**src/rtl/bcd_pkg.sv**
```systemverilog
// Shared types and constants for the four-digit BCD timer.
package bcd_pkg;
  typedef enum logic [1:0] {IDLE, RUN, PAUSE, DONE} state_e;

  localparam int DIGIT_W    = 4;
  localparam int NUM_DIGITS = 4;
  localparam int PS_W       = 10;
  localparam logic [DIGIT_W-1:0] BCD_MAX = 4'd9;
endpackage

```
**src/rtl/bcd_timer_ctrl_if.sv**
```systemverilog
// Command/status bundle between a controller and the BCD timer.
interface bcd_timer_ctrl_if;
  import bcd_pkg::*;

  logic                                     start;
  logic                                     stop;
  logic                                     clear;
  logic [NUM_DIGITS-1:0][DIGIT_W-1:0]       target;
  logic [NUM_DIGITS-1:0][DIGIT_W-1:0]       count;
  logic                                     running;
  logic                                     expired;
  logic [NUM_DIGITS-1:0]                    digit_carry;

  modport master (
    output start, stop, clear, target,
    input  count, running, expired, digit_carry
  );

  modport slave (
    input  start, stop, clear, target,
    output count, running, expired, digit_carry
  );
endinterface

```
**src/rtl/bcd_digit.sv**
```systemverilog
// One decade counter: enable, synchronous clear, carry-out while enabled at 9.
module bcd_digit
  import bcd_pkg::*;
(
  input  logic               clk,
  input  logic               reset,
  input  logic               clr_i,
  input  logic               en_i,
  output logic [DIGIT_W-1:0] q_o,
  output logic [DIGIT_W-1:0] d_o,
  output logic               co_o
);
  logic [DIGIT_W-1:0] q_q, q_d;

  assign co_o = en_i && (q_q == BCD_MAX);

  always_comb begin
    q_d = q_q;
    if (clr_i)     q_d = '0;
    else if (en_i) q_d = co_o ? '0 : q_q + 1'b1;
  end

  always_ff @(posedge clk) begin
    if (reset) q_q <= '0;
    else       q_q <= q_d;
  end

  assign q_o = q_q;
  assign d_o = q_d;
endmodule

```
**src/rtl/bcd_timer_ctrl.sv**
```systemverilog
// Four-digit BCD up-timer with prescaler, pause/resume and target expiry.
module bcd_timer_ctrl
  import bcd_pkg::*;
#(
  parameter int TICK_DIV = 10
) (
  input logic              clk,
  input logic              reset,
  bcd_timer_ctrl_if.slave  bus
);
  state_e                             state_q;
  logic [PS_W-1:0]                    ps_q;
  logic [NUM_DIGITS-1:0][DIGIT_W-1:0] target_q;
  logic                               running_q, expired_q;
  logic [NUM_DIGITS-1:0]              carry_q;

  logic [NUM_DIGITS-1:0][DIGIT_W-1:0] q, d;
  logic [NUM_DIGITS-1:0]              en, co;
  logic                               run_go, tick, hit;

  // stop or clear in RUN freezes the prescaler, so neither may tick
  assign run_go = (state_q == RUN) && !bus.clear && !bus.stop;
  assign tick   = run_go && (ps_q == PS_W'(TICK_DIV - 1));
  // digits never exceed 9, so a target with an illegal nibble never hits
  assign hit    = tick && (d == target_q);

  for (genvar g = 0; g < NUM_DIGITS; g++) begin : g_dig
    if (g == 0) begin : g_lsd
      assign en[g] = tick;
    end else begin : g_upper
      assign en[g] = co[g-1];
    end
    bcd_digit u_digit (
      .clk   (clk),
      .reset (reset),
      .clr_i (bus.clear),
      .en_i  (en[g]),
      .q_o   (q[g]),
      .d_o   (d[g]),
      .co_o  (co[g])
    );
  end

  always_ff @(posedge clk) begin
    if (reset) begin
      state_q   <= IDLE;
      ps_q      <= '0;
      target_q  <= '0;
      running_q <= 1'b0;
      expired_q <= 1'b0;
      carry_q   <= '0;
    end else begin
      carry_q <= co;
      if (bus.clear) begin
        state_q   <= IDLE;
        ps_q      <= '0;
        running_q <= 1'b0;
        expired_q <= 1'b0;
      end else begin
        unique case (state_q)
          IDLE: if (bus.start && !bus.stop) begin
            target_q  <= bus.target;
            ps_q      <= '0;
            state_q   <= RUN;
            running_q <= 1'b1;
          end
          RUN: begin
            if (bus.stop) begin
              state_q   <= PAUSE;
              running_q <= 1'b0;
            end else if (tick) begin
              ps_q <= '0;
              if (hit) begin
                state_q   <= DONE;
                running_q <= 1'b0;
                expired_q <= 1'b1;
              end
            end else begin
              ps_q <= ps_q + 1'b1;
            end
          end
          PAUSE: if (bus.start && !bus.stop) begin
            state_q   <= RUN;
            running_q <= 1'b1;
          end
          DONE: ;
          default: state_q <= IDLE;
        endcase
      end
    end
  end

  assign bus.count       = q;
  assign bus.running     = running_q;
  assign bus.expired     = expired_q;
  assign bus.digit_carry = carry_q;
endmodule

```
**src/flat_wrapper.sv**
```systemverilog
// flat-port wrapper written by rule: the top's interface ports become plain ports
module bcd_timer_ctrl_flat import bcd_pkg::*;
#(
  parameter int TICK_DIV = 10
)
  (clk, reset, bus_start, bus_stop, bus_clear, bus_target, bus_count, bus_running, bus_expired, bus_digit_carry);
  bcd_timer_ctrl_if bus_i ();
  input logic clk;
  input logic reset;
  input wire logic [$bits(bus_i.start)-1:0] bus_start;
  input wire logic [$bits(bus_i.stop)-1:0] bus_stop;
  input wire logic [$bits(bus_i.clear)-1:0] bus_clear;
  input wire logic [$bits(bus_i.target)-1:0] bus_target;
  output wire logic [$bits(bus_i.count)-1:0] bus_count;
  output wire logic [$bits(bus_i.running)-1:0] bus_running;
  output wire logic [$bits(bus_i.expired)-1:0] bus_expired;
  output wire logic [$bits(bus_i.digit_carry)-1:0] bus_digit_carry;
  assign bus_i.start = bus_start;
  assign bus_i.stop = bus_stop;
  assign bus_i.clear = bus_clear;
  assign bus_i.target = bus_target;
  assign bus_count = bus_i.count;
  assign bus_running = bus_i.running;
  assign bus_expired = bus_i.expired;
  assign bus_digit_carry = bus_i.digit_carry;
  bcd_timer_ctrl #(.TICK_DIV(TICK_DIV)) u_core (.clk(clk), .reset(reset), .bus(bus_i));
endmodule
```
**config.mk**
```make
export PLATFORM = sky130hd
export DESIGN_NAME = bcd_timer_ctrl_flat
export DESIGN_NICKNAME = d
export VERILOG_FILES = /design/src/rtl/bcd_pkg.sv /design/src/rtl/bcd_timer_ctrl_if.sv /design/src/rtl/bcd_digit.sv /design/src/rtl/bcd_timer_ctrl.sv /design/src/flat_wrapper.sv
export SDC_FILE = /design/constraint.sdc
export NUM_CORES = 1
export LEC_CHECK = 0
export ABC_AREA = 1
export BUFFER_PORTS_ARGS = -buffer_cell sky130_fd_sc_hd__buf_2
export CORE_MARGIN = 2
export CORE_UTILIZATION = 56
export CTS_BUF_LIST = sky130_fd_sc_hd__clkbuf_16
export DETAILED_ROUTE_END_ITERATION = 12
export PLACE_DENSITY = 0.77
export SYNTH_ARGS = -nofsm -noshare
export SYNTH_HDL_FRONTEND = slang
export SYNTH_SLANG_ARGS = --single-unit
```
**constraint.sdc**
```tcl
create_clock -name clk -period 2.38 [get_ports clk]
set_clock_uncertainty 0.15 [all_clocks]
set_input_delay 0.238 -clock clk [delete_from_list [all_inputs] [get_ports clk]]
set_output_delay 0.238 -clock clk [all_outputs]
set_load 0.02 [all_outputs]
```
==> results.cfg <==
[layout]
area_growth_pct = 26.9
antenna_cells = 0
fin_area_um2 = 3440
fin_nets = 490
final_cells = 514
final_cell_mix = nand2_1, inv_1, nor2_1, dfxtp_1, buf_2
final_layout_size_suffix_gt1_frac = 0.280
mostFrequentLayoutCell = nand2_1
num-fill-cells = 367

[timing]
setup_tns_ps = -231
fmax_ghz = 0.407
rsz0062_at_grt = true
hold_viol_final = 0
max-slew-margin-rel = 0.691
worst_slack_ps = -74.7
worstMarginPinSlew_ps = 461
finalMaxSlewViolations = 0
period_share = 1.03
setup_viol = 4
period_needed_ps = 2450

[pwr]
ir_drop_uv = 324
power.density_nw_per_um2 = 525
p_leak_nw = 1.62
finalPower_w = 0.00181

[global_routing]
grt_pass1_vias = 2530
grt_pass1_wl_um = 11100
grt_max_degree = 24
grt_overflow = 0
grt_use_total = 0.261
antenna_found_initial = 0

[placement]
dp.cells = 500
hpwl_um = 4810
dp_slack_ps = -104
globalplace.congestion = 0.843
portBuffers = 42
placed_area_um2 = 3070

[cts]
clk_pin_slew_ps = 70
ctsHoldBuffers = 0
clockBufferDepth = 2
cts_num_sinks = 50
cts_max_level = 2
cts_tree = done
cts-buffers-inserted = 5
clockRootBuffer = clkbuf_16
clk_latency_ps = 290

[routing]
routed_wl_um = 6850
via_per_inst = 5.43
wl_met2_um = 3270
met1_length_um = 3130
via_count = 2789
drc = 0
postRouteAntennaNets = 0
first_iter_violations = 171
drt-pass1-iter-count = 5
route.met3.wl_um = 359
avgRoutedWirePerCell_um = 13.3
dr.max_layer_used = met4

[floorplan]
ios = 43
start_util = 0.578
core_um2 = 4690
die_w_um = 73.6
die_area_um2 = 5420
fp.dieH_um = 73.6
rows = 25

[synthesis]
ys_warn_count = 0
synthDistinctLibCells = 32
syn_area_um2 = 2710
netlist.top_cell.by_area = dfxtp_1
synth_nets = 427
synth-seq-area-share = 0.369
syn-instance-count = 396
synth_area_per_cell_um2 = 6.85
ys_top_cells_by_area = dfxtp_1, nand2_1, nor2_1, inv_1, nand3_1
yosysTopAreaCellShare = 0.369
ys_seq_elements = 50

[worst_setup_path]
r2r_start = u_core.g_dig[1].u_digit.q_o[1]
crit_chain = inv_1, ha_1, nand3_2, inv_2, or2_0, nand3_1, nand3_2, nand2_1, nand3_2, nor2_4, nand3_2, nor2_2, nand2_2, nand2_4, nand2_1, nand2_1, nand2_1, nor2_2
crit_required_ps = 2460
setup.worst_path.start = u_core.g_dig[1].u_digit.q_o[1]
cpMaxStageDelayCell = dfxtp_2
crit_path_start_kind = register
cp_data_arrival_time_ps = 2530
crit_path_max_fanout = 9
crit_type = reg2reg
r2r_setup_slack_ps = -70
cp-end-kind = register
slowest_delay_ps = 350

[worst_hold_path]
hp-start = bus_target[15]
worst_hold_path_type = in2reg

[outcome]
status = finished with violations
violations = negative setup slack

[run]
drv_cap = 0
==> per-stage QoR <==
step | hold slack (ps) | utilization
floorplan | 223 | -
global placement | 305 | 0.655
detailed placement | 312 | 0.655
CTS | 29.7 | 0.708
global route | 58.2 | 0.734
finish | 27.3 | 0.734
==> state kept, by name, indices dropped and copies added, names as in the netlist <==
name,flops
u_core.bus.digit_carry,4
u_core.bus.expired,1
u_core.target_q,16
u_core.g_dig.u_digit.q_o,16
u_core.bus.running,1
u_core.ps_q,10
u_core.state_q,2
==> kinds of logic (layout without fill, tap and decap cells) <==
kind of cell	count (synthesis)	in the layout	share of synthesized area
AO/OA/AOI/OAI	58	58	0.115
XOR/XNOR	7	7	0.0226
adder cells (fa/ha/maj)	10	10	0.0461
buffers and inverters	68	132	0.0996
flip-flops	50	50	0.369
AND/OR/NAND/NOR	203	203	0.348
==> synth_stat cells <==
library cell	number
nand2_1	74
nor2_1	54
inv_1	53
dfxtp_1	50
nand3_1	37
a21oi_1	25
o21ai_0	23
nand4_1	13
ha_1	10
nor3_1	8
clkbuf_1	6
inv_2	4
xnor2_1	4
nand2_2	3
nand3_2	3
nor2_4	3
o21ai_1	3
xor2_1	3
buf_1	2
buf_6	2
nand4_2	2
nor2_2	2
o21ai_2	2
or2_0	2
a211oi_1	1
a31o_2	1
and3_1	1
clkinv_1	1
nand3_4	1
o211ai_1	1
o21a_1	1
o31ai_1	1
==> report_power, final <==
group	internal (W)	total (W)	leakage (nW)	switching [W]
logic	0.0000561	0.000151	1.13	0.0000944
registers	0.000855	0.000865	0.406	0.0000105
clock network	0.000489	0.000792	0.0864	0.000303
total	0.00140	0.00181	1.62	0.000408
==> routing by layer <==
metal  vias up  track usage
met5         -            0
met4         0       0.0606
met3         8       0.0453
met2        78        0.440
met1      1296        0.349
li1       1407            -
==> final timing paths <==
kind	to	cells past startpoint
worst max-delay path	u_core.state_q[0]	18
worst max register to register	u_core.state_q[0]	18
worst min-delay path	u_core.target_q[15]	3
worst min register to register	u_core.target_q[13]	2
==> layout make-up <==
cell class / instances / area [um^2] / share of cell area
well taps: 54 / 67.6 / 0.0196
flip-flops and latches: 50 / 1000 / 0.292
multi-input cells: 278 / 1580 / 0.458
repair buffers: 66 / 410 / 0.119
inverters: 58 / 220 / 0.0640
clock inverters: 3 / 37.5 / 0.0109
clock buffers: 5 / 125 / 0.0363
==> critical path, delay by kind of cell (launching register included) <==
family,cells,cell delay (ps)
buf+inv,2,180
flops,1,350
simple gates,15,1510
fa+ha+maj,1,190
==> timing repair <==
action,CTS,global route
endpoints found under the setup margin,4,4
pin swaps,7,12
gates resized for setup,20,29
setup buffers,3,3
(Power assumes the default switching activity.)
